===== src/rtl/regfile_writeback_queue.sv =====
// Writeback queue between result producers and the register file, with busy/forward lookup for decode.
// Define WB_BYPASS_EN to build the newest-value forwarding mux on fwdData1/fwdData2.
module regfile_writeback_queue #(
  parameter int DEPTH = 4
) (
  input  logic                     clk,
  input  logic                     rst_n,
  input  logic                     inValid,
  output logic                     inReady,
  input  logic [4:0]               inRegister,
  input  logic [31:0]              inData,
  output logic [4:0]               writeRegister,
  output logic [31:0]              writeData,
  output logic                     RegWrite,
  input  logic [4:0]               queryRegister1,
  input  logic [4:0]               queryRegister2,
  output logic                     busy1,
  output logic                     busy2,
  output logic [31:0]              fwdData1,
  output logic [31:0]              fwdData2,
  output logic [$clog2(DEPTH):0]   count
);

  localparam int AW = $clog2(DEPTH);
  localparam int CW = AW + 1;

  logic [4:0]    mem_reg  [DEPTH];
  logic [31:0]   mem_data [DEPTH];
  logic [AW-1:0] wr_ptr;
  logic [AW-1:0] rd_ptr;
  logic          push;
  logic          enq;
  logic          drain_en;

  // Handshake: a result transfers on a rising edge where inValid && inReady;
  // inReady is a function of occupancy only, never of inValid.
  assign inReady  = (count < CW'(DEPTH));
  assign push     = inValid && inReady;
  // Writes to x0 complete the handshake but are architecturally dead, so never queue them.
  assign enq      = push && (inRegister != 5'd0);
  assign drain_en = (count != '0);

  always_ff @(posedge clk) begin
    if (!rst_n) begin
      wr_ptr        <= '0;
      rd_ptr        <= '0;
      count         <= '0;
      RegWrite      <= 1'b0;
      writeRegister <= 5'd0;
      writeData     <= 32'd0;
    end else begin
      if (enq) begin
        wr_ptr <= wr_ptr + 1'b1;
      end
      if (drain_en) begin
        rd_ptr        <= rd_ptr + 1'b1;
        writeRegister <= mem_reg[rd_ptr];
        writeData     <= mem_data[rd_ptr];
      end
      RegWrite <= drain_en;
      count    <= count + CW'(enq) - CW'(drain_en);
    end
  end

  always_ff @(posedge clk) begin
    if (enq) begin
      mem_reg[wr_ptr]  <= inRegister;
      mem_data[wr_ptr] <= inData;
    end
  end

  logic [1:0][4:0]  qry;
  logic [1:0]       busy_v;
  assign qry = {queryRegister2, queryRegister1};

`ifdef WB_BYPASS_EN
  logic [1:0][31:0] fwd_v;
`endif

  // Scan oldest to newest so the last match wins; the output register is
  // older than every queued entry and is checked first.
  always_comb begin
    busy_v = '0;
`ifdef WB_BYPASS_EN
    fwd_v  = '0;
`endif
    for (int p = 0; p < 2; p++) begin
      if (qry[p] != 5'd0) begin
        if (RegWrite && (writeRegister == qry[p])) begin
          busy_v[p] = 1'b1;
`ifdef WB_BYPASS_EN
          fwd_v[p]  = writeData;
`endif
        end
        for (int k = 0; k < DEPTH; k++) begin
          if ((CW'(k) < count) && (mem_reg[rd_ptr + AW'(k)] == qry[p])) begin
            busy_v[p] = 1'b1;
`ifdef WB_BYPASS_EN
            fwd_v[p]  = mem_data[rd_ptr + AW'(k)];
`endif
          end
        end
      end
    end
  end

  assign busy1 = busy_v[0];
  assign busy2 = busy_v[1];

`ifdef WB_BYPASS_EN
  assign fwdData1 = fwd_v[0];
  assign fwdData2 = fwd_v[1];
`else
  assign fwdData1 = 32'd0;
  assign fwdData2 = 32'd0;
`endif

endmodule


===== config.mk =====
export PLATFORM = sky130hd
export DESIGN_NAME = regfile_writeback_queue
export DESIGN_NICKNAME = d
export VERILOG_FILES = /design/src/rtl/regfile_writeback_queue.sv
export SDC_FILE = /design/constraint.sdc
export NUM_CORES = 1
export LEC_CHECK = 0
export CORE_MARGIN = 10
export CORE_UTILIZATION = 53
export DETAILED_ROUTE_END_ITERATION = 16
export GPL_TIMING_DRIVEN = 0
export PLACE_DENSITY = 0.8
export SLEW_MARGIN = 20
export SYNTH_ARGS = -nofsm -noshare
export SYNTH_HDL_FRONTEND = slang
export SYNTH_SLANG_ARGS = --single-unit

===== constraint.sdc =====
create_clock -name clk -period 2.9 [get_ports clk]
set_clock_uncertainty 0.1 [all_clocks]
set_input_delay 0.58 -clock clk [delete_from_list [all_inputs] [get_ports clk]]
set_output_delay 0.58 -clock clk [all_outputs]
set_load 0.03 [all_outputs]

==> reports/metrics.yaml, run 1 <==
status:
  status: "finished, violations left"
  violations: "setup timing"
worst_setup_path:
  reg2reg_depth: 9
  cp_common_cell: "buf_12"
  rrSetupSlack_ps: 180
  crit_chain: "buf_6 -> buf_12 -> buf_12 -> mux2i_1 -> mux2i_2 -> xor2_1 -> nor4_2 -> a211oi_2 -> a21oi_1 -> buf_4"
  start_kind: "flop"
  cp_max_fo: 6
  worstSetupPathType: "flop to output pin"
  r2r_start: "count[1]$_SDFF_PN0_"
  slowest_delay_ps: 340
  arrival_ps: 2470
  crit_slowest_cell: "nor4_2"
  r2r-end: "count[2]$_SDFF_PN0_"
  cp-end-kind: "output pin"
  required_ps: 2220
route:
  drtIter0Drc: 305
  drc: 0
  wl_per_cell_microns: 20.2
  routed_wl_mm: 20.9
  dr.pass1.iters: 4
  route.antenna.remaining_nets: 0
  post_drt_via_cell_ratio: 5.25
  vias: 5450
synthesis:
  synth_seq_cells: 195
  avgSynthCellArea_sq_um: 14.2
  synth_cell_types: 39
  syn_area_sq_um: 8910
  syn_inst: 628
  yosysWarningCount: 0
  netlist.area_leader.share_pct: 49.9
  yosysTopAreaCell: "edfxtp_1"
  yosysSeqAreaShare_pct: 60.4
  synth.area.top_cells: "edfxtp_1, dfxtp_1, mux4_2, buf_4, xnor2_1"
floorplan:
  core-area_sq_um: 16500
  die_w_microns: 150
  die_area_sq_um: 22400
  num_rows: 47
  start_util_pct: 53.9
  die_y_microns: 150
  io_pins: 158
global_route:
  grt_pass1_wl_mm: 32.1
  grt_max_degree: 23
  antenna_found_initial: 0
  grt_use_total_pct: 18.5
  grt_pass1_vias: 5717
  grt_overflow: 0
place:
  gp_routability_congestion: 0.885
  place_area_sq_um: 10300
  dp_slack_ps: -521
  dpl.hpwl_mm: 14.6
  io_buffers: 82
hold_path:
  holdPathStages: 2
  min_to: "writeData[9]$_SDFFE_PN0N_"
  hold_path.startpoint: "writeData[9]$_SDFFE_PN0N_"
  hp-class: "flop to flop"
sta:
  hold_viol: 0
  setup_viol: 2
  report.final.slew_viol_count: 0
  maxSlewHeadroom_pct: 57.9
  rsz0062_at_grt: "yes"
  clock.fmax_mhz: 317
  worst_pin_slew_ps: 632
  fin_ws_ps: -253
  hold-worst-slack_ps: 365
  min_period_ps: 3150
  period_share_pct: 109
clock_tree:
  clock-sinks: 195
  htreeDepth: 4
  clkLatencyLatePin_ps: 420
  clk_pin_slew_ps: 70
  cts_buffers: 17
  ctsHoldBuffers: 0
  clock_path_buffers: 2
  root_buffer: "clkbuf_16"
  cts_tree: "built"
cells_and_area:
  fin_util_pct: 68.4
  diodes: 0
  multi_input_area_sq_um: 3270
  largest_reg_flops: 128
  drive_above_1_share_pct: 25.2
  seqCellArea_sq_um: 5390
  syn2layout_area_growth_pct: 26.8
  final_nets: 865
  fillers: 1095
  stdcell_area_sq_um: 11300
power_and_ir_drop:
  total_leakage_power_uw: 0.00407
  power.total_uw: 10800
  irDropWorstVdd_mv: 0.536
  power_density_nw_per_um2: 956
job:
  cap_violations: 0
-- per-layer routing --
| metal | part of all wire, % | GRT usage, % | wire length, microns |
|---|---|---|---|
| met5 | 0 | 0 | 0 |
| met1 | 39 | 22.1 | 8090 |
| met4 | 1.3 | 5.25 | 273 |
| met2 | 51 | 31.6 | 10600 |
| met3 | 9.5 | 5.92 | 1990 |
-- worst max path at each step --
stage | from | to | slack [ps] | depth (start not counted)
after CTS | rd_ptr[1]$_SDFFE_PN0N_ | busy1 | -210 | 11
after global routing | rd_ptr[1]$_SDFFE_PN0N_ | busy1 | -350 | 11
after detailed placement | rd_ptr[1]$_SDFFE_PN0N_ | busy1 | -520 | 10
final | rd_ptr[1]$_SDFFE_PN0N_ | busy1 | -250 | 10
after global placement | inRegister[1] | mem_data[3][9]$_DFFE_PP_ | -810 | 4
after floorplan | count[2]$_SDFF_PN0_ | busy2 | 180 | 6
-- stage by stage --
stage	TNS, ps	cells
3_5_place_dp	-4990	997
4_1_cts	-414	1039
5_1_grt	-684	1039
3_3_place_gp	-119610	993
6_report	-445	1039
2_1_floorplan	0	691
-- placed cells by master, fill, tap and decap left out, types with 8 or more instances in the layout --
cell	synthesis	routed
buf_2	11	9
clkbuf_1	16	18
clkbuf_16	0	17
mux2i_4	0	14
xor2_1	21	21
mux4_2	32	37
ha_1	8	8
conb_1	1	64
a21boi_0	37	37
dfxtp_1	47	46
mux2i_1	23	9
xnor2_1	38	36
buf_4	67	75
nand2_1	79	79
nor2_1	10	10
inv_1	9	9
clkdlybuf4s50_1	0	80
a21oi_1	9	8
edfxtp_1	148	148
-- synthesized netlist by cell type --
master and count:
nor2_1 10, mux4_1 5, conb_1 1, and3b_1 2, buf_4 67, or4_1 2
nor2b_1 3, xnor2_1 38, fa_1 1, buf_6 5, xor2_1 21, mux2i_1 23
nor4_2 1, buf_1 2, inv_1 9, clkbuf_1 16, o2bb2ai_1 1, ha_1 8
a211oi_1 2, dfxtp_1 47, mux2i_2 5, a21oi_1 9, nor3_2 1, nor4b_1 1
a21boi_0 37, or3_1 1, o21ai_0 3, mux4_2 32, mux2_2 2, and2_1 9
nand2_1 79, nor3_1 10, a31oi_1 6, nand4_1 4, and2b_2 1, buf_2 11
nor4_1 4, edfxtp_1 148, o311a_1 1
-- final cells by class --
cell class | instances | share of cell area [%]
buffer | 101 | 6.29
inverter | 9 | 0.299
clock buffer | 19 | 3.83
clock inverter | 13 | 1.33
sequential | 195 | 47.7
multi-input combinational | 386 | 29.0
timing repair buffer | 96 | 9.20
tap | 220 | 2.44
-- cells by family after synthesis --
logic type | synth area share [%]
and+or+nand+nor | 6.60
xor gates and xnor gates | 5.80
adders and majority gates | 1.35
AOI/OAI and AO/OA | 4.59
muxes | 13.2
other | 0.0421
DFF | 60.4
buffers and inverters | 8.03
-- critical path, delay by kind of cell (launching register included) --
family	cells	cell delay [ps]
buf+inv	4	590
mux	2	370
simple gates	1	340
flops	1	320
xor+xnor	1	170
compound gates	2	260
-- power by group --
| group | leakage, uW | internal (uW) | switching (uW) |
|---|---|---|---|
| clock network | 0.000272 | 1290 | 1000 |
| logic | 0.00205 | 2100 | 2590 |
| registers | 0.00174 | 3510 | 311 |
| total | 0.00407 | 6900 | 3910 |
-- what timing repair did --
item / 4_1_cts / 5_1_grt
cloned: 1 / 0
gates resized for setup: 65 / 3
pin swaps: 12 / 4
endpoints found under the setup margin: 3 / 4
setup buffers: 9 / 0
Power figures use the tool's default switching activity.
==> inputs of run 2 (changes only) <==
- HOLD_SLACK_MARGIN: unset -> 0.12
==> results of run 2 <==
The final DEF is identical to that of run 1; final timing and power are the same.
==> inputs of run 3 (changes only) <==
- CORE_UTILIZATION: 53 -> 48
- PLACE_DENSITY: 0.8 -> 0.77
- clock period: 2.9 -> 2.6 ns (I/O delays scaled with it)
==> run 3 against run 2 <==
The flow still finishes with violations (setup timing). Combinational power increased by 13%. First-iteration DRC count decreased by 0.33%. Clock power increased by 26%. Wire length decreased by 2.5%. Critical path type unchanged. Largest power group unchanged.
==> reports/metrics.yaml, run 3 (synthesis results as in run 1) <==
floorplan:
  die_y_microns: 156
  die_w_microns: 156
  io_pins: 158
  die_area_sq_um: 24400
  num_rows: 49
  core-area_sq_um: 18100
  start_util_pct: 49.3
place:
  dp.cells: 1006
  gp_routability_congestion: 0.834
  dpl.hpwl_mm: 13.9
  io_buffers: 82
route:
  post_drt_via_cell_ratio: 5.10
  route.antenna.remaining_nets: 0
  vias: 5383
  dr.pass1.iters: 4
  drc: 0
  drtIter0Drc: 304
  routed_wl_mm: 20.4
  wl_per_cell_microns: 19.3
sta:
  worst_pin_slew_ps: 677
  report.final.slew_viol_count: 0
  setup_tns_ps: -743
  maxSlewHeadroom_pct: 54.9
  fin_ws_ps: -385
  clock.fmax_mhz: 335
  rsz0062_at_grt: "yes"
  hold-worst-slack_ps: 290
  hold_viol: 0
  period_share_pct: 115
  min_period_ps: 2980
  setup_viol: 2
global_route:
  antenna_found_initial: 2
  grt_max_degree: 26
  grt_overflow: 0
  grt_pass1_wl_mm: 30.9
  grt_use_total_pct: 16.2
  grt_pass1_vias: 5563
cells_and_area:
  layout_common_cells: "edfxtp_1, buf_4, nand2_1"
  drive_above_1_share_pct: 27.8
  syn2layout_area_growth_pct: 29.5
  final_common_cell: "edfxtp_1"
  fillers: 1307
  final_nets: 872
  largest_reg_flops: 128
  fin_cells: 1056
worst_setup_path:
  cp-end-kind: "output pin"
  required_ps: 1980
  slowest_delay_ps: 320
  path_delay_family: "multiplexers"
  crit_slowest_cell: "dfxtp_2"
  cp_max_fo: 6
  cp_num_buf_inv: 3
  arrival_ps: 2360
  crit_chain: "buf_8 -> buf_12 -> mux2i_4 -> mux2i_1 -> xnor2_1 -> nand2_1 -> nor3_1 -> a211oi_2 -> a21oi_2 -> buf_6"
  worstSetupPathType: "flop to output pin"
  start_kind: "flop"
power_and_ir_drop:
  power_density_nw_per_um2: 1080
  power.total_uw: 12400
  total_leakage_power_uw: 0.00421
  irDropWorstVdd_mv: 0.628
clock_tree:
  ctsHoldBuffers: 0
  cts_tree: "built"
  htreeDepth: 4
  root_buffer: "clkbuf_16"
  clkLatencyLatePin_ps: 430
  clk_pin_slew_ps: 70
  clock_path_buffers: 2
  clock-sinks: 195
  cts_buffers: 17
status:
  status: "finished, violations left"
  violations: "setup timing"
job:
  cap_violations: 0
hold_path:
  hp-class: "input pin to flop"
## run 3: where the power goes
part / total [uW] / internal (uW) / switching, uW
Sequential: 4270 / 3920 / 358
Combinational: 5290 / 2410 / 2880
Clock: 2880 / 1670 / 1220
Total: 12400 / 7990 / 4450
## run 3: layer usage
layer / part of all wire, % / wire length (microns) / GRT usage (%)
met5: 0 / 0 / 0
met2: 48 / 9860 / 26.5
met4: 1.1 / 225 / 4.00
met1: 40 / 8260 / 19.9
met3: 10 / 2080 / 6.25
## run 3: layout make-up
cell class              instances  area, sq um  area share, %
flip-flops and latches        195         5390           46.7
multi-input cells             386         3360           29.1
repair buffers                105         1110           9.62
plain buffers                  99          697           6.04
clock buffers                  17          425           3.69
well taps                     229          287           2.48
clock inverters                15          241           2.09
inverters                       9         33.8          0.293
diodes                          1         2.50         0.0217
## run 3: stage by stage
stage	utilization, %	worst slack, ps	cell area [sq um]
2_1_floorplan	-	81.4	9160
3_3_place_gp	56.7	-1090	10300
3_5_place_dp	57.3	-745	10400
4_1_cts	62.6	-424	11300
5_1_grt	63.8	-508	11500
6_report	63.8	-385	11500
## run 3: worst paths after layout
path	start	end	slack (ps)	depth (start not counted)
max	rd_ptr[1]$_SDFFE_PN0N_	busy1	-380	10
min	inRegister[0]	mem_reg[2][0]$_DFFE_PP_	290	1
max reg2reg	count[1]$_SDFF_PN0_	count[2]$_SDFF_PN0_	200	8
min reg2reg	writeData[12]$_SDFFE_PN0N_	writeData[12]$_SDFFE_PN0N_	360	2
## run 3: repair_timing
action	CTS	global route
endpoints found under the setup margin	4	4
resized for setup	63	31
pin swaps	7	10
setup buffers	7	12
gates cloned	1	0
